<file path="src/rtl/uart_emitter_fifo.sv">
// uart_emitter_fifo: byte FIFO draining into an 8N1 serial emitter.
// Optional build macro UART_EMITTER_FIFO_LEVEL_EN adds o_level (registered occupancy).
//
// Emitter states:
//   state    | meaning
//   ---------+---------------------------------------------------------
//   ST_IDLE  | line held high, waiting for a byte in the FIFO
//   ST_FRAME | shifting start, eight data (LSB first) and stop bits
//
// bit_idx_q walks 0 (start), 1..8 (data), 9 (stop); each bit lasts DIV cycles.
module uart_emitter_fifo #(
   parameter int clk_freq_hz = 100000000,
   parameter int baud_rate   = 1000000,
   parameter int DEPTH       = 16
) (
   input  logic       i_clk,
   input  logic       i_rst,
   input  logic [7:0] i_data,
   input  logic       i_valid,
   output logic       o_full,
   output logic       o_empty,
   output logic       o_busy,
   output logic       o_uart_tx
`ifdef UART_EMITTER_FIFO_LEVEL_EN
   ,
   output logic [$clog2(DEPTH):0] o_level
`endif
);

   localparam int DIV = clk_freq_hz / baud_rate;
   localparam int AW  = (DEPTH > 1) ? $clog2(DEPTH) : 1;
   localparam int CW  = $clog2(DEPTH) + 1;
   localparam int BW  = (DIV > 1) ? $clog2(DIV) : 1;
   localparam logic [BW-1:0] BAUD_RELOAD = BW'(DIV - 1);
   localparam logic [CW-1:0] COUNT_FULL  = CW'(DEPTH);

   typedef enum logic {
      ST_IDLE,
      ST_FRAME
   } state_t;

   state_t          state_q, state_d;
   logic [7:0]      mem_q [DEPTH];
   logic [AW-1:0]   wr_ptr_q, wr_ptr_d;
   logic [AW-1:0]   rd_ptr_q, rd_ptr_d;
   logic [CW-1:0]   count_q, count_d;
   logic            full_q, full_d;
   logic            empty_q, empty_d;
   logic [7:0]      shift_q, shift_d;
   logic [3:0]      bit_idx_q, bit_idx_d;
   logic [BW-1:0]   baud_q, baud_d;
   logic            tx_q, tx_d;
   logic            push;
   logic            pop;
   logic            bit_end;

   // Next-state logic for FIFO bookkeeping and the emitter FSM.
   always_comb begin
      state_d   = state_q;
      wr_ptr_d  = wr_ptr_q;
      rd_ptr_d  = rd_ptr_q;
      count_d   = count_q;
      shift_d   = shift_q;
      bit_idx_d = bit_idx_q;
      baud_d    = baud_q;
      tx_d      = tx_q;

      // Acceptance uses the registered full flag, so a pop in the same
      // cycle never rescues a write that arrives while full.
      push    = i_valid && !full_q && !i_rst;
      bit_end = (state_q == ST_FRAME) && (baud_q == '0);
      // Loading on the final stop-bit cycle gives gapless back-to-back frames.
      pop     = !empty_q && ((state_q == ST_IDLE) || (bit_end && (bit_idx_q == 4'd9)));

      if (push) begin
         wr_ptr_d = wr_ptr_q + 1'b1;
      end
      if (pop) begin
         rd_ptr_d = rd_ptr_q + 1'b1;
      end

      case ({push, pop})
         2'b10:   count_d = count_q + 1'b1;
         2'b01:   count_d = count_q - 1'b1;
         default: count_d = count_q;
      endcase
      full_d  = (count_d == COUNT_FULL);
      empty_d = (count_d == '0);

      if (pop) begin
         state_d   = ST_FRAME;
         shift_d   = mem_q[rd_ptr_q];
         bit_idx_d = 4'd0;
         baud_d    = BAUD_RELOAD;
         tx_d      = 1'b0;
      end else if (bit_end) begin
         baud_d = BAUD_RELOAD;
         if (bit_idx_q == 4'd9) begin
            state_d = ST_IDLE;
            tx_d    = 1'b1;
         end else begin
            bit_idx_d = bit_idx_q + 4'd1;
            if (bit_idx_q == 4'd8) begin
               tx_d = 1'b1;
            end else begin
               tx_d    = shift_q[0];
               shift_d = {1'b0, shift_q[7:1]};
            end
         end
      end else if (state_q == ST_FRAME) begin
         baud_d = baud_q - 1'b1;
      end
   end

   // State and control registers with synchronous reset; reset aborts any frame.
   always_ff @(posedge i_clk) begin
      if (i_rst) begin
         state_q   <= ST_IDLE;
         wr_ptr_q  <= '0;
         rd_ptr_q  <= '0;
         count_q   <= '0;
         full_q    <= 1'b0;
         empty_q   <= 1'b1;
         shift_q   <= '0;
         bit_idx_q <= '0;
         baud_q    <= '0;
         tx_q      <= 1'b1;
      end else begin
         state_q   <= state_d;
         wr_ptr_q  <= wr_ptr_d;
         rd_ptr_q  <= rd_ptr_d;
         count_q   <= count_d;
         full_q    <= full_d;
         empty_q   <= empty_d;
         shift_q   <= shift_d;
         bit_idx_q <= bit_idx_d;
         baud_q    <= baud_d;
         tx_q      <= tx_d;
      end
   end

   // FIFO storage; contents need no reset since the pointers gate every read.
   always_ff @(posedge i_clk) begin
      if (push) begin
         mem_q[wr_ptr_q] <= i_data;
      end
   end

   assign o_full    = full_q;
   assign o_empty   = empty_q;
   assign o_busy    = (state_q == ST_FRAME);
   assign o_uart_tx = tx_q;
`ifdef UART_EMITTER_FIFO_LEVEL_EN
   assign o_level   = count_q;
`endif

endmodule

</file>
<file path="config.mk">
export PLATFORM = sky130hd
export DESIGN_NAME = uart_emitter_fifo
export DESIGN_NICKNAME = d
export VERILOG_FILES = /design/src/rtl/uart_emitter_fifo.sv
export SDC_FILE = /design/constraint.sdc
export NUM_CORES = 1
export LEC_CHECK = 0
export ABC_AREA = 1
export BUFFER_PORTS_ARGS = -buffer_cell sky130_fd_sc_hd__buf_2
export CAP_MARGIN = 5
export CORE_MARGIN = 10
export CORE_UTILIZATION = 56
export CTS_CLUSTER_SIZE = 12
export DETAILED_ROUTE_END_ITERATION = 12
export MAX_ROUTING_LAYER = met4
export PLACE_DENSITY = 0.75
export SETUP_SLACK_MARGIN = 0.2
export SLEW_MARGIN = 20
export SYNTH_ARGS = -nofsm -noshare
export SYNTH_HDL_FRONTEND = slang
export SYNTH_SLANG_ARGS = --single-unit
</file>
<file path="constraint.sdc">
create_clock -name i_clk -period 2.4 [get_ports i_clk]
set_input_delay 0.12 -clock i_clk [delete_from_list [all_inputs] [get_ports i_clk]]
set_output_delay 0.12 -clock i_clk [all_outputs]
set_load 0.05 [all_outputs]
</file>
Word level (Yosys, flattened, before mapping)
Memories as Yosys holds them, arrays and structs flattened. A register that Yosys moved wholly into a read port is not among the register bits. Index checks and enable logic that the tools add are counted. Widths: inputs -> output; s select.

Bitwise gates (word level): 2. Mux-type cells: 19. Multiply operators: 0. $lt $le $gt $ge: 0. Reduce and logical (&&, ||, !) cells: 19. Shifts and indexed selects: 0. Div/mod/pow operators: 0. Eq/ne operators: 7. Add/sub/neg operators: 6.

Operator list (count): $mux 8 (4); $mux 7 (3); $add 4x1->4 const B (3); $pmux 5 s2 (1); $mux 1 (9); $eq 4x4->1 const B (2); $mux 4 (2); $logic_not 7->1 (1); $sub 7x1->7 const B (1); $add 5x1->5 const B (1); $eq 5x5->1 const B (1); $logic_and 1x1->1 (5); $logic_not 5->1 (1); $sub 5x1->5 const B (1); $ne 2x2->1 const B (2); $reduce_and 2->1 (2); $reduce_bool 2->1 (2); $logic_not 1->1 (3); $reduce_and 3->1 (1); $reduce_bool 3->1 (1); $reduce_or 3->1 (1); $eq 2x1->1 const B (1); $eq 2x2->1 const B (1); $not 1->1 (2); other kinds (2) (2).

Latch bits: 0. Register bits after elaboration: 36. RAM bits: 128. Input bits: 11. Memories kept: 1. Memory bits (read-only): 0. Output and inout bits: 4. Logic and storage cells: 65.

Memories: mem_q (depth 16, width 8, rd ports 1, clocked after memory_dff 1, wr ports 1, line 43) `logic [7:0] mem_q [DEPTH];`.

Depth between registers and ports, before layout
Word-level depth: 8. Mapped depth: 22. Mapped depth without buffers: 22.

Worst setup path after synthesis
No wires, ideal clock.

Path kind: flip-flop to flip-flop. From: register state_q, in the netlist o_busy. To: register empty_q, in the netlist o_empty. Path buffers: 0. Setup time: 0.070 ns. Data required time: 2.330 ns. Path slack: -0.360 ns. Period minus slack after synthesis: 2.760 ns. Data arrival time: 2.690 ns. Stages on the path, launching flop included: 17. Cell sequence: dfxtp_1 nand3_4 nor2_4 nand3_1 nand2_2 nand2_4 clkinv_8 ha_1 nand2_1 inv_1 nor2_1 ha_1 o21ai_0 nand2_1 nor2_1 nand3_1 o21bai_1.

Longest elaborated chain between the ends: 7. Elaborated cells between the ends (all ways): 9. Classes of those cells: 2 x eq/ne; 1 x mux; 1 x bitwise; 5 x reduce/logical.

Ends and longest elaborated chain: start: declaration (line 42) `state_t state_q, state_d;`; start signal: assignment (line 129) `state_q <= state_d;`; $logic_and 1x1->1 (line 71) `bit_end = (state_q == ST_FRAME) && (baud_q == '0);`; $logic_and 1x1->1 (line 73) `pop = !empty_q && ((state_q == ST_IDLE) || (bit_end && (bit_idx_q == 4'd9)));`; $logic_or 1x1->1 * (line 73); $logic_and 1x1->1 * (line 73); via pop (line 54) `logic pop;`; $eq 2x1->1 / $eq 2x2->1 (equally long branches) (line 82) `case ({push, pop})`; $pmux 5 s2 * (line 82); $logic_not 5->1 * (line 88) `empty_d = (count_d == '0);`; end signal: assignment (line 134) `empty_q <= empty_d;`; end: declaration (line 48) `logic empty_q, empty_d;`.

The timed path passes the listed nets; every way through them passes the cells marked *. A chain may end at the register's enable or synchronous reset.

Worst setup path after layout
From: register baud_q[0]. To: register count_q[2].

Longest elaborated chain between the ends: 7. Elaborated cells between the ends (all ways): 8. Classes of those cells: 2 x eq/ne; 1 x mux; 5 x reduce/logical.

Ends and longest elaborated chain: start: declaration (line 51) `logic [BW-1:0] baud_q, baud_d;`; start signal: assignment (line 137) `baud_q <= baud_d;`; $logic_not 7->1 * (line 71); $logic_and 1x1->1 * (line 71); $logic_and 1x1->1 * (line 73); $logic_or 1x1->1 * (line 73); $logic_and 1x1->1 * (line 73); via pop (line 54); $eq 2x1->1 / $eq 2x2->1 (equally long branches) (line 82); $pmux 5 s2 * (line 82); end signal: assignment (line 132) `count_q <= count_d;`; end: declaration (line 46) `logic [CW-1:0] count_q, count_d;`.

Marked as above.

==> run_results.csv <==
group,metric,value,unit
synthesis,synth-edff-count,128,
worst_setup_path,crit_arrival,2.78,ns
sta,period_share,101,%
finish,synthToLayoutAreaGrowth,18.0,%
floorplan,fp-row-count,41,
sta,whs,0.0845,ns
clock_network,clock_latency,0.43,ns
global_route,grt_first_pass_wirelength,24.6,mm
clock_network,clkSinkCount,168,
synthesis,synthCells,671,
clock_network,cts_buffers,17,
sta,finClkSkew,0.00604,ns
drt,first_pass_iters,5,
outcome,violations,"negative setup slack",
worst_setup_path,end_kind,"register",
synthesis,ys_ff_latch,168,
clock_network,cts-root-buf,"clkbuf_16",
outcome,status,"finished, violations left",
sta,maxSlewViolCount,0,
worst_setup_path,start_kind,"register",
placement,post-place-ws,-0.0417,ns
global_route,gr-usage-all-layers,17.9,%
worst_setup_path,cp_cell_sequence,"inv_2 > ha_4 > nand3_4 > nor2_4 > nand3_4 > nand2_4 > nand2_4 > clkinv_8 > ha_4 > nand2_4 > inv_4 > nor2_4 > ha_4 > inv_2 > nand2_4 > nand2_1 > nand3_2 > buf_4 > buf_4 > buf_4 > a21oi_2",
placement,place.gp.congestion,0.889,
worst_setup_path,crit_path_top_delay_cell,"dfxtp_2",
finish,nets,747,
clock_network,path_clk_slew,0.06,ns
job,maxCapViolCount,0,
sta,rsz0062_at_grt,"yes",
drt,drt_iter0_markers,506,
synthesis,ys_types,33,
sta,layout_setup_ws,-0.0144,ns
sta,maxSlewHeadroom,56.8,%
floorplan,io_pins,15,
floorplan,die-area,0.0176,sq mm
worst_setup_path,max_stage_delay,0.33,ns
drt,wire_per_inst,17.4,um
placement,dp_hpwl,9.52,mm
min_path,worstHoldPathType,"input port to register",
drt,antenna_left,0,
synthesis,seq_area_frac_synth,65.2,%
power_and_ir_drop,p_int,5770,uW
synthesis,ys.flop_type,"edfxtp_1",
power_and_ir_drop,power.leakage,0.00311,uW
worst_setup_path,path_common_cell,"nand2_4",
drt,wl,15.8,mm
finish,final_util,67.2,%
sta,period_minus_slack,2.41,ns
global_route,grt_pass1_vias,4790,
power_and_ir_drop,p_clk_share,29.1,%
global_route,antenna_found_initial,0,
synthesis,synth_fp_nets,694,
clock_network,cts_tree,"yes",
power_and_ir_drop,p_comb_share,29.9,%
placement,portBuffers,14,
drt,vias,5055,
worst_setup_path,path_max_fanout,4,
floorplan,die_x,133,um
global_route,grt_start_max_net_pins,64,
clock_network,cts-htree-levels,4,
finish,diodes,0,
synthesis,async_flop_share,0,%
finish,drive_gt1_share,19.5,%
drt,routed_via_density,5.56,
power_and_ir_drop,p_seq_share,40.9,%
synthesis,synth.cell_area,0.00712,sq mm
global_route,grt_remaining_overflow,0,
power_and_ir_drop,power.switching,2950,uW
worst_setup_path,crit_required,2.76,ns
finish,fillers,911,
sta,hold_viol,0,
synthesis,yosysWarnings,0,
power_and_ir_drop,p_per_area,1040,mW/mm^2
drt,drc,0,
floorplan,core_area,0.0125,sq mm
sta,setup_viol,1,
power_and_ir_drop,ir_drop,0.000569,V
clock_network,cts_max_path_buffers,2,
power_and_ir_drop,swShare,33.8,%
worst_setup_path,critical_path_class,"register to register",
synthesis,avgSynthCellArea,10.6,sq um
sta,tightest_slew,0.648,ns
floorplan,die_h,133,um
sta,timing.fmax,0.414,GHz
floorplan,start_util,56.9,%
## per-stage QoR
step / power, uW / area (sq um) / instances / TNS [ns]
after floorplan: 5140 / 7180 / 671 / 0
after global placement: 5610 / 7550 / 855 / 0
after detailed placement: 5700 / 7550 / 855 / -0.0417
after CTS: 8410 / 8210 / 895 / 0
after global routing: 9170 / 8410 / 909 / -0.313
final: 8710 / 8410 / 909 / -0.0144
## synth_stat cells, types with 2 or more instances
cell type | count | area share [%]
dfxtp_1 | 40 | 11
nand3_1 | 46 | 3.2
o211ai_1 | 27 | 2.8
o21ai_0 | 67 | 4.7
o21ai_2 | 4 | 0.49
inv_1 | 44 | 2.3
clkinv_1 | 2 | 0.11
ha_1 | 12 | 2.1
nand2_4 | 3 | 0.47
nand4_1 | 2 | 0.18
nand2_2 | 2 | 0.18
buf_2 | 9 | 0.63
nor2_1 | 121 | 6.4
nor2_8 | 2 | 0.56
a21oi_1 | 18 | 1.3
o22ai_1 | 3 | 0.26
xor2_1 | 5 | 0.61
edfxtp_1 | 128 | 54
clkbuf_1 | 16 | 0.84
nor2_4 | 3 | 0.47
nand2_1 | 103 | 5.4
o21ai_1 | 2 | 0.14
xnor2_1 | 2 | 0.25
## power by group through the flow
stage	Sequential [uW]	Clock (uW)	Combinational (uW)
2_1_floorplan	3600	0	1540
3_3_place_gp	3570	0	2040
3_5_place_dp	3580	0	2120
4_1_cts	3540	2560	2310
5_1_grt	3590	2690	2890
6_report	3570	2540	2610
## sequential cells by signal (all words and copies together), names as in the netlist, named ones only
signal     flops
o_uart_tx      1
mem_q        128
o_empty        1
o_full         1
rd_ptr_q       4
count_q        5
bit_idx_q      4
baud_q         7
o_busy         1
shift_q        8
wr_ptr_q       4
## placed cells by master (no fill, tap or decap), types with 14 or more instances in the layout
master	synthesis	layout
buf_2	9	14
dfxtp_1	40	33
nand3_1	46	42
o21ai_0	67	66
buf_4	0	41
clkbuf_16	0	17
o211ai_1	27	27
a21oi_1	18	17
inv_1	44	37
edfxtp_1	128	128
nor2_1	121	117
nand2_1	103	96
## path summary, 6_finish.rpt
kind | slack (ns) | cells after the start | endpoint | from
setup / recovery | -0.01 | 21 | count_q[2]$_SDFF_PP0_ | baud_q[0]$_SDFFE_PP0P_
setup reg to reg | -0.01 | 21 | count_q[2]$_SDFF_PP0_ | baud_q[0]$_SDFFE_PP0P_
hold reg to reg | 0.49 | 2 | baud_q[6]$_SDFFE_PP0P_ | baud_q[6]$_SDFFE_PP0P_
hold / removal | 0.08 | 1 | mem_q[6][0]$_DFFE_PP_ | i_data[0]
## routing by layer
layer  vias up  track usage, %  wire length, um
met2       174            28.7             7930
met5         -               -                0
met3        25            4.69              983
met4         0            4.95              215
met1      2432            22.0             6670
li1       2424               -                -
## cells by family (layout without fill, tap and decap cells)
logic type                 count (synthesis)  count (layout)  synth area share [%]
AOI/OAI and AO/OA                        123             123                  9.91
xor gates and xnor gates                   7               7                 0.861
adders and majority gates                 12              12                  2.11
buffers and inverters                     74             140                  4.34
DFF                                      168             168                  65.2
and+or+nand+nor                          287             287                  17.6
## area by class of cell
type | instances | area [sq um] | area share (%)
Clock buffer | 18 | 429 | 5.10
Clock inverter | 14 | 121 | 1.44
Inverter | 48 | 199 | 2.37
Multi-Input combinational cell | 429 | 2340 | 27.8
Sequential cell | 168 | 4660 | 55.4
Tap cell | 172 | 215 | 2.56
Timing Repair Buffer | 60 | 452 | 5.37
## worst max-delay path, delay by kind of cell, from the launching register on
kind,cells,cell delay [ns]
buffers and inverters,7,0.64
AND/OR/NAND/NOR,10,0.83
AO/OA/AOI/OAI,1,0.09
flip-flops,1,0.33
adder cells (fa/ha/maj),3,0.45
## what timing repair did
item,in CTS,in global routing
resized for setup,14,23
hold buffers,0,0
cloned,0,0
endpoints found under the setup margin,5,13
buffers inserted,8,14
pin swaps,14,20
(Power assumes the default switching activity.)
